$ cat src/rtl/move_command_encoder.sv
// move_command_encoder: turns raw active-low player keys into one-shot
// changeblock command codes for the block draw/move controller. It also
// injects gravity Down_ commands on a fixed period.
// Optional feature: define AUTO_REPEAT_EN to re-issue a held Left/Right/Down
// command every REPEAT_CYCLES cycles while the controller sits in HOLD.
//
// state | meaning
// IDLE  | no command outstanding, outputs NothingButton
// ISSUE | command code latched, cmdValid high until cmdAck
// HOLD  | key command acked, outputs wait code until the key is released
module move_command_encoder #(
    parameter int DB_CYCLES     = 4,
    parameter int GRAV_CYCLES   = 64,
    parameter int REPEAT_CYCLES = 16
) (
    input  logic       CLOCK_50,
    input  logic       Resetn,
    input  logic [4:0] keyN,
    input  logic [1:0] mode,
    input  logic       cmdAck,
    output logic [3:0] changeblock,
    output logic       cmdValid,
    output logic       gravTick
);

    localparam logic [1:0] IDLE  = 2'd0;
    localparam logic [1:0] ISSUE = 2'd1;
    localparam logic [1:0] HOLD  = 2'd2;

    localparam logic [3:0] NOT_PLAY = 4'b0000;
    localparam logic [3:0] NOTHING  = 4'b0001;
    localparam logic [3:0] DOWN_CMD = 4'b0101;

    localparam int DB_W   = $clog2(DB_CYCLES + 1);
    localparam int GRAV_W = $clog2(GRAV_CYCLES + 1);
    localparam logic [DB_W-1:0]   DB_MAX   = DB_W'(DB_CYCLES - 1);
    localparam logic [GRAV_W-1:0] GRAV_MAX = GRAV_W'(GRAV_CYCLES - 1);

    logic [4:0]      sync1, sync2, keyLvl;
    logic [DB_W-1:0] dbCnt [5];

    logic [GRAV_W-1:0] gravCnt;
    logic              gravPending;
    logic              playMode, gravWrap, ackDown;

    logic [1:0] state;
    logic       srcGrav;
    logic [2:0] heldKey;
    logic [2:0] pickIdx;
    logic       anyPressed;

`ifdef AUTO_REPEAT_EN
    localparam int REP_W = $clog2(REPEAT_CYCLES + 1);
    localparam logic [REP_W-1:0] REP_MAX = REP_W'(REPEAT_CYCLES - 1);
    logic [REP_W-1:0] rptCnt;
`else
    // Repeat period has no effect when auto-repeat is compiled out.
    if (REPEAT_CYCLES < 1) begin : gRepeatUnused
    end
`endif

    // Key bit index 0..4 (Drop, Left, Right, Down, Rotate) maps to codes 2..6.
    function automatic logic [3:0] cmdCode(input logic [2:0] idx);
        return {1'b0, idx} + 4'd2;
    endfunction

    // Wait codes 7..10 follow the same order; Drop has no wait code.
    function automatic logic [3:0] waitCode(input logic [2:0] idx);
        return (idx == 3'd0) ? NOTHING : ({1'b0, idx} + 4'd6);
    endfunction

    assign playMode = (mode == 2'b01);
    assign gravWrap = playMode && (gravCnt == GRAV_MAX);
    assign ackDown  = playMode && (state == ISSUE) && cmdAck && (changeblock == DOWN_CMD);

    // Two-flop synchroniser for the asynchronous keys.
    always_ff @(posedge CLOCK_50) begin
        if (!Resetn) begin
            sync1 <= '1;
            sync2 <= '1;
        end else begin
            sync1 <= keyN;
            sync2 <= sync1;
        end
    end

    // Per-key debounce: flip the level after DB_CYCLES consecutive differing samples.
    always_ff @(posedge CLOCK_50) begin
        if (!Resetn) begin
            keyLvl <= '1;
            for (int i = 0; i < 5; i++) dbCnt[i] <= '0;
        end else begin
            for (int i = 0; i < 5; i++) begin
                if (sync2[i] == keyLvl[i]) begin
                    dbCnt[i] <= '0;
                end else if (dbCnt[i] == DB_MAX) begin
                    keyLvl[i] <= sync2[i];
                    dbCnt[i]  <= '0;
                end else begin
                    dbCnt[i] <= dbCnt[i] + 1'b1;
                end
            end
        end
    end

    // Highest-priority pressed key; lowest bit index wins.
    always_comb begin
        pickIdx    = 3'd0;
        anyPressed = 1'b0;
        for (int i = 4; i >= 0; i--) begin
            if (!keyLvl[i]) begin
                pickIdx    = 3'(i);
                anyPressed = 1'b1;
            end
        end
    end

    // Gravity period counter and tick pulse, only running in play mode.
    always_ff @(posedge CLOCK_50) begin
        if (!Resetn || !playMode) begin
            gravCnt  <= '0;
            gravTick <= 1'b0;
        end else begin
            gravTick <= gravWrap;
            gravCnt  <= gravWrap ? '0 : gravCnt + 1'b1;
        end
    end

    // Pending gravity request: a new tick beats a same-cycle Down_ ack so no tick is lost.
    always_ff @(posedge CLOCK_50) begin
        if (!Resetn || !playMode) gravPending <= 1'b0;
        else if (gravWrap)        gravPending <= 1'b1;
        else if (ackDown)         gravPending <= 1'b0;
    end

    // Command FSM with registered code and valid outputs.
    always_ff @(posedge CLOCK_50) begin
        if (!Resetn) begin
            state       <= IDLE;
            changeblock <= NOT_PLAY;
            cmdValid    <= 1'b0;
            srcGrav     <= 1'b0;
            heldKey     <= 3'd0;
`ifdef AUTO_REPEAT_EN
            rptCnt      <= '0;
`endif
        end else if (!playMode) begin
            state       <= IDLE;
            changeblock <= NOT_PLAY;
            cmdValid    <= 1'b0;
        end else begin
            case (state)
                IDLE: begin
                    if (anyPressed) begin
                        state       <= ISSUE;
                        changeblock <= cmdCode(pickIdx);
                        cmdValid    <= 1'b1;
                        srcGrav     <= 1'b0;
                        heldKey     <= pickIdx;
                    end else if (gravPending) begin
                        state       <= ISSUE;
                        changeblock <= DOWN_CMD;
                        cmdValid    <= 1'b1;
                        srcGrav     <= 1'b1;
                        heldKey     <= 3'd3;
                    end else begin
                        changeblock <= NOTHING;
                        cmdValid    <= 1'b0;
                    end
                end
                ISSUE: begin
                    if (cmdAck) begin
                        cmdValid <= 1'b0;
                        if (srcGrav) begin
                            state       <= IDLE;
                            changeblock <= NOTHING;
                        end else begin
                            state       <= HOLD;
                            changeblock <= waitCode(heldKey);
`ifdef AUTO_REPEAT_EN
                            rptCnt      <= '0;
`endif
                        end
                    end
                end
                HOLD: begin
                    if (keyLvl[heldKey]) begin
                        state       <= IDLE;
                        changeblock <= NOTHING;
                    end
`ifdef AUTO_REPEAT_EN
                    else if (heldKey >= 3'd1 && heldKey <= 3'd3) begin
                        if (rptCnt == REP_MAX) begin
                            state       <= ISSUE;
                            changeblock <= cmdCode(heldKey);
                            cmdValid    <= 1'b1;
                        end else begin
                            rptCnt <= rptCnt + 1'b1;
                        end
                    end
`endif
                end
                default: begin
                    state       <= IDLE;
                    changeblock <= NOTHING;
                    cmdValid    <= 1'b0;
                end
            endcase
        end
    end

endmodule

$ cat config.mk
export PLATFORM = sky130hd
export DESIGN_NAME = move_command_encoder
export DESIGN_NICKNAME = d
export VERILOG_FILES = /design/src/rtl/move_command_encoder.sv
export SDC_FILE = /design/constraint.sdc
export NUM_CORES = 1
export LEC_CHECK = 0
export CAP_MARGIN = 20
export CORE_AREA = 4 4 66 68
export CTS_BUF_LIST = sky130_fd_sc_hd__clkbuf_4
export DETAILED_ROUTE_END_ITERATION = 8
export DIE_AREA = 0 0 70 72
export GPL_ROUTABILITY_DRIVEN = 0
export PLACE_DENSITY = 0.79
export SETUP_SLACK_MARGIN = 0.02
export SKIP_LAST_GASP = 1
export SYNTH_ARGS = -nofsm -noshare
export SYNTH_HDL_FRONTEND = slang
export SYNTH_SLANG_ARGS = --single-unit
$ cat constraint.sdc
create_clock -name CLOCK_50 -period 2.2 [get_ports CLOCK_50]
set_clock_uncertainty 0.05 [all_clocks]
set_input_delay 0.44 -clock CLOCK_50 [delete_from_list [all_inputs] [get_ports CLOCK_50]]
set_output_delay 0.44 -clock CLOCK_50 [all_outputs]
set_load 0.02 [all_outputs]
==> results of run 1 <==
==> power by group through the flow <==
stage | clock, uW | combinational, uW | sequential, uW
6_report | 430 | 111 | 992
5_1_grt | 479 | 127 | 996
4_1_cts | 449 | 112 | 992
3_5_place_dp | 0 | 111 | 1010
3_3_place_gp | 0 | 108 | 1010
2_1_floorplan | 0 | 74.3 | 1010
==> synthesized netlist by cell type (2+ instances only) <==
cell type and instances:
dfxtp_1 35, nor2_1 26, nand2_1 19, edfxtp_1 15
inv_1 14, ha_1 13, nand2b_1 11, o21ai_0 8
nand3_1 7, xor2_1 6, a21oi_1 5, mux2i_1 5
nand3b_1 5, nor3_1 4, o211ai_1 4, a32o_1 3
nor2b_1 3, o31ai_1 3, xnor2_1 3, and3_1 2
buf_1 2, o22ai_1 2, or2_2 2
==> registers in the layout, indices dropped and copies added (netlist names) <==
name,count
state,2
sync2,5
heldKey,3
changeblock,4
cmdValid,1
gravPending,1
keyLvl,5
srcGrav,1
gravTick,1
gravCnt,7
dbCnt,15
sync1,5
==> per-stage QoR <==
step	setup slack, ns	std cells	util [%]
2_1_floorplan	0.521	228	-
3_3_place_gp	0.355	292	64.1
3_5_place_dp	0.266	292	64.1
4_1_cts	0.249	300	65.7
5_1_grt	0.0992	300	65.7
6_report	0.255	300	65.7
==> layout make-up <==
class                      instances  share of cell area, %
timing repair buffer              19                   7.11
clock buffer                       8                   2.37
sequential                        50                   45.5
inverter                          14                   2.08
multi-input combinational        159                   40.5
tap                               50                   2.47
==> per-layer routing <==
layer / up-vias / global-route usage (%)
met5: - / 0
met4: 0 / 8.72
met3: 7 / 4.71
met2: 30 / 25.5
met1: 683 / 15.9
li1: 789 / -
==> kinds of logic after synthesis <==
group           synth area share (%)
simple gates                    19.5
flops                           52.2
compound gates                  10.6
buf+inv                         3.63
fa+ha+maj                       7.38
xor+xnor                        3.58
mux                             2.95
other cells                    0.170
==> path summary, 6_finish.rpt <==
path | to | slack, ns
min reg2reg | sync2[4] | 0.36
min | sync2[4] | 0.36
max | changeblock[2] | 0.25
max reg2reg | changeblock[2] | 0.25
==> results.md, run 1 <==
* Sequential Area at 1150 sq um
* Hold path depth at 1
* Post-Synthesis Cells at 214
* Worst EP arrival at 2.16 ns
* Logic pwr share at under 10%
* Min Tclk post-route at 1.95 ns
* Met1 WL at between 1500 and 2000 microns
* Drt total wl at 3500 microns
* Kind of critical path: register to register
* Post-synth EDFFs at 15
* Metal2 WL at around 1700 microns
* Area post-placement at 2470 sq um
* Antenna Cells at 0
* Total clock sinks at 50
* DR pass1 iterations at 4
* Buffers & Inverters on Critical Path at 0
* Crit path launch: keyLvl[1]
* IO Pins at 16
* CTS tree: built
* Area contributors post-synth: dfxtp_1 (32%), edfxtp_1 (20%), ha_1 (7.4%)
* Drt wl/cell at 11.7 microns
* Die span in y at between 70 and 80 microns
* Cell family with most CP delay: simple AND/OR/NAND/NOR gates
* Cts hold-fix bufs at 0
* Worst path cell trace: nand3_1 > nor3b_1 > ha_1 > o211ai_1 > o211ai_1 > a32o_1
* Multi-input gate area at 1030 sq um
* Max Slew Vio Count at 0
* Reg power frac at 64.7%
* Clock power share at 28.0%
* Reg-to-reg startpoint: keyLvl[1]
* Smallest hold slack at 0.360 ns
* Stages on worst setup path at 6
* Power density over the cells at 605 nW/um^2
* Routed Antenna Nets at 0
* Layout cells sized above 1 at 7.60%
* Critical Path RT at 2.41 ns
* Cell mode on critical path: o211ai_1
* Die ar. at roughly 5000 sq um
* Port bufs at 15
* Max layer used: met4
* Post-CTS sizing at 0
* Worst Setup End Kind: register
* Final instance area at 2530 sq um
* Final worst path period share at 88.4%
* Routed length on met3 at roughly 190 microns
* Number of global-route vias before repair at 1369
* Max cap viols at 0
* Number of cells on the worst reg-to-reg path at 6
* Post-DP HPWL at about 2700 microns
* Inserted Clock Buffers at 5
* HP Class: register to register
* Starting Density at between 50% and 60%
* Yosys top cell by area: dfxtp_1
* Crit-path slowest cell: dfxtp_1
* Global-route wire length before repair at approximately 5800 microns
* Yosys top cell area share at 31.8%
* Worst-path clk slew at around 0.13 ns
* Yosys reg bits at 50
* Final Net Count at between 200 and 300
* Fillers at 322
* Post-synthesis sequential area ratio at 52.2%
* Core area at a little under 4000 sq um
* Post-synth ARST share at 0%
* Mean Syn Cell Area at 10.3 sq um
* Final total power at 1530 uW
* Most frequent cells in the layout: dfxtp_1 (35), nor2_1 (26), nand2_1 (19)
* Die width at 70 microns
* Clock tree buffer depth at 2
* Leak at 0.00102 uW
* CP max FO at 7
* GRT overflow at 0
* Net Switching at 339 uW
* Status: completed
* Synth Flop Type: dfxtp_1
* YS warnings at 0
* Final setup violation count at 0
* Root Buffer: clkbuf_4
* Vias at 1509
* Post-CTS setup buffers at 0
* Largest net degree at the start of global routing at 29
* Peak supply drop at 0.407 mV
* Final Hold Fails at 0
* Startpoint Class: register
* RSZ-0062 raised after global routing: no
* GR Util All Layers at 14.8%
* Post-DR vias/cell at 5.03
* Hold_sp: sync1[4]
* Clock Latency Late Sink at 0.36 ns
* Sw frac at between 20% and 30%
* # DRC at 0
* FP Rows at 23
* Area growth syn-to-layout at 14.9%
* Detailed router's first-iteration violation count at 86
* Commonest non-fill, non-tap cell in the layout: dfxtp_1
* Post-synthesis cell type count at 40
* CP max stage delay at ~0.47 ns
* Peak Freq at 514 MHz
* TNS Setup at 0 ns
* Initial antenna violation count at 0
* Internal power at 1190 uW
* Post-Syn Area at around 2200 sq um
* Max H-tree Level at 2
Note: power is estimated with default switching activity, not from simulation.
==> run 2, diff against run 1 <==
--- a/config.mk
+++ b/config.mk
@@ -14,6 +14,7 @@
 export PLACE_DENSITY = 0.79
 export SETUP_SLACK_MARGIN = 0.02
 export SKIP_LAST_GASP = 1
+export SLEW_MARGIN = 25
 export SYNTH_ARGS = -nofsm -noshare
 export SYNTH_HDL_FRONTEND = slang
 export SYNTH_SLANG_ARGS = --single-unit
==> results of run 2 <==
Same layout as run 1: the final DEF is identical, and so are final timing and power.
==> run 3, diff against run 2 <==
--- a/config.mk
+++ b/config.mk
@@ -6,12 +6,11 @@
 export NUM_CORES = 1
 export LEC_CHECK = 0
 export CAP_MARGIN = 20
-export CORE_AREA = 4 4 66 68
-export CTS_BUF_LIST = sky130_fd_sc_hd__clkbuf_4
+export CORE_AREA = 4 4 68 70
 export DETAILED_ROUTE_END_ITERATION = 8
-export DIE_AREA = 0 0 70 72
+export DIE_AREA = 0 0 72 74
 export GPL_ROUTABILITY_DRIVEN = 0
-export PLACE_DENSITY = 0.79
+export PLACE_DENSITY = 0.75
 export SETUP_SLACK_MARGIN = 0.02
 export SKIP_LAST_GASP = 1
 export SLEW_MARGIN = 25
==> run 3 against run 2 <==
Compared with the run above: combinational power about the same; worst hold slack got worse by 0.00070 ns; first-iteration DRC count fell by 24%; sequential share of layout area decreased by 0.55 points; sequential power about the same; non-clock buffer count is the same; setup slack improved by 0.12 ns; routed wire length decreased by 5.2%.
==> results.md, run 3 (synthesis gave the netlist of run 1 again) <==
* Leak at 0.00103 uW (was 0.00102 uW)
* Hold_sp: sync1[4] (unchanged)
* Area growth syn-to-layout at 16.3% (was 14.9%)
* Register bank with the most flops: dbCnt (unchanged)
* Kind of critical path: register to register (unchanged)
* Clock tree buffer depth at 2 (unchanged)
* Peak Freq at 547 MHz (was 514 MHz)
* IO Pins at 16 (unchanged)
* Routed Antenna Nets at 0 (unchanged)
* Drt total wl at 3320 microns (was 3500 microns)
* Most frequent cells in the layout: dfxtp_1 (35), nor2_1 (26), nand2_1 (19) (unchanged)
* Root Buffer: clkbuf_8 (was clkbuf_4)
* Clock Latency Late Sink at 0.29 ns (was 0.36 ns)
* Layout cells sized above 1 at 7.20% (was 7.60%)
* Startpoint Class: register (unchanged)
* Reg-to-reg startpoint: keyLvl[2] (was keyLvl[1])
* Min Tclk post-route at 1.83 ns (was 1.95 ns)
* Die ar. at 5330 sq um (was 5040 sq um)
* Post-CTS sizing at 0 (unchanged)
* Peak supply drop at 0.430 mV (was 0.407 mV)
* DR pass1 iterations at 4 (unchanged)
* TNS Setup at 0 ns (unchanged)
* GRT overflow at 0 (unchanged)
* Crit path launch: keyLvl[2] (was keyLvl[1])
* Sw frac at 21.5% (was 22.1%)
* Placed instance count at 292 (unchanged)
* Internal reg-to-reg setup slack at 0.37 ns (was 0.25 ns)
* Internal power at 1280 uW (was 1190 uW)
* Biggest registers after layout: dbCnt x15, gravCnt x7 (unchanged)
* Post-DP HPWL at 2580 microns (was 2680 microns)
* Initial antenna violation count at 0 (unchanged)
* Max H-tree Level at 2 (unchanged)
* Post-DR vias/cell at 4.97 (was 5.03)
* Max reg flops at 15 (unchanged)
* Power density over the cells at 637 nW/um^2 (was 605 nW/um^2)
* GR Util All Layers at 13.4% (was 14.8%)
* RSZ-0062 raised after global routing: no (unchanged)
* Final Non-Filler Cells at 300 (unchanged)
* Final total power at 1630 uW (was 1530 uW)
* Worst Setup End Kind: register (unchanged)
* Cts hold-fix bufs at 0 (unchanged)
* Max Slew Vio Count at 0 (unchanged)
* Commonest non-fill, non-tap cell in the layout: dfxtp_1 (unchanged)
* Smallest hold slack at 0.360 ns (about the same)
* FP Rows at 23 (unchanged)
* Final setup violation count at 0 (unchanged)
* CP max FO at 6 (was 7)
* Antenna Cells at 0 (unchanged)
* Max cap viols at 0 (unchanged)
* Largest net degree at the start of global routing at 16 (was 29)
* Worst-path clk slew at 0.09 ns (was 0.13 ns)
* Global-route wire length before repair at 5550 microns (was 5800 microns)
* Final Net Count at 272 (unchanged)
* Port bufs at 15 (unchanged)
* Total clock sinks at 50 (unchanged)
* Clock power share at 32.5% (was 28.0%)
* Post-CTS setup buffers at 0 (unchanged)
* Inserted Clock Buffers at 5 (unchanged)
* Number of global-route vias before repair at 1346 (was 1369)
* Drt wl/cell at 11.1 microns (was 11.7 microns)
* Net Switching at 351 uW (was 339 uW)
* Final Hold Fails at 0 (unchanged)
* Die span in y at 74 microns (was 72 microns)
* Logic pwr share at 6.7% (was 7.3%)
* Status: completed (unchanged)
* Core area at 3970 sq um (was 3860 sq um)
* HP Class: register to register (unchanged)
* Critical Path RT at 2.34 ns (was 2.41 ns)
* # DRC at 0 (unchanged)
* Final Core Density at 64.6% (was 65.7%)
* Starting Density at 55.5% (was 57.2%)
* Detailed router's first-iteration violation count at 65 (was 86)
* Reg power frac at 60.7% (was 64.7%)
* Final worst path period share at 83.1% (was 88.4%)
* Die width at 72 microns (was 70 microns)
* CTS tree: built (unchanged)
* Worst EP arrival at 1.97 ns (was 2.16 ns)
* Vias at 1491 (was 1509)
[run 3: changes by cell type in the layout (fill, tap and decap cells not counted), sizes merged]
cell / previous run / this run
clkbuf: 8 / 7
clkinv: 0 / 1
[run 3: metrics by stage]
stage	setup WS, ns	instance area (sq um)
6_report	0.371	2560
4_1_cts	0.353	2560
3_3_place_gp	0.362	2470
5_1_grt	0.178	2560
2_1_floorplan	0.521	2260
3_5_place_dp	0.322	2470
[run 3: power groups by stage]
stage	logic, uW	registers (uW)	clock network, uW
after floorplan	74.3	1010	0
after global placement	108	1010	0
after detailed placement	110	1010	0
after CTS	111	992	543
after global routing	125	996	582
final	110	991	531
[run 3: layer usage]
metal  vias up  wire, microns  GRT usage, %
li1        791              -             -
met1       665           1570          16.1
met2        31           1520          22.7
met3         4            167          3.38
met4         0             58          6.26
met5         -              0             0
[run 3: worst paths after layout]
check        cells past startpoint             end
max                              6  changeblock[2]
min                              1        sync2[4]
max reg2reg                      6  changeblock[2]
min reg2reg                      1        sync2[4]
[run 3: area by class of cell]
| class | instances | area (sq um) |
|---|---|---|
| Tap cell | 50 | 62.6 |
| Inverter | 14 | 52.6 |
| Timing Repair Buffer | 19 | 180 |
| Clock buffer | 7 | 86.3 |
| Clock inverter | 1 | 5.00 |
| Fill cell | 342 | 1410 |
| Multi-Input combinational cell | 159 | 1030 |
| Sequential cell | 50 | 1150 |
[run 3: critical path, stage by stage (launching register included)]
cell and delay [ns]:
dfxtp_1 0.45, nand3_1 0.23, nor3b_1 0.32, ha_1 0.28
o211ai_1 0.08, o211ai_1 0.11, a32o_1 0.21
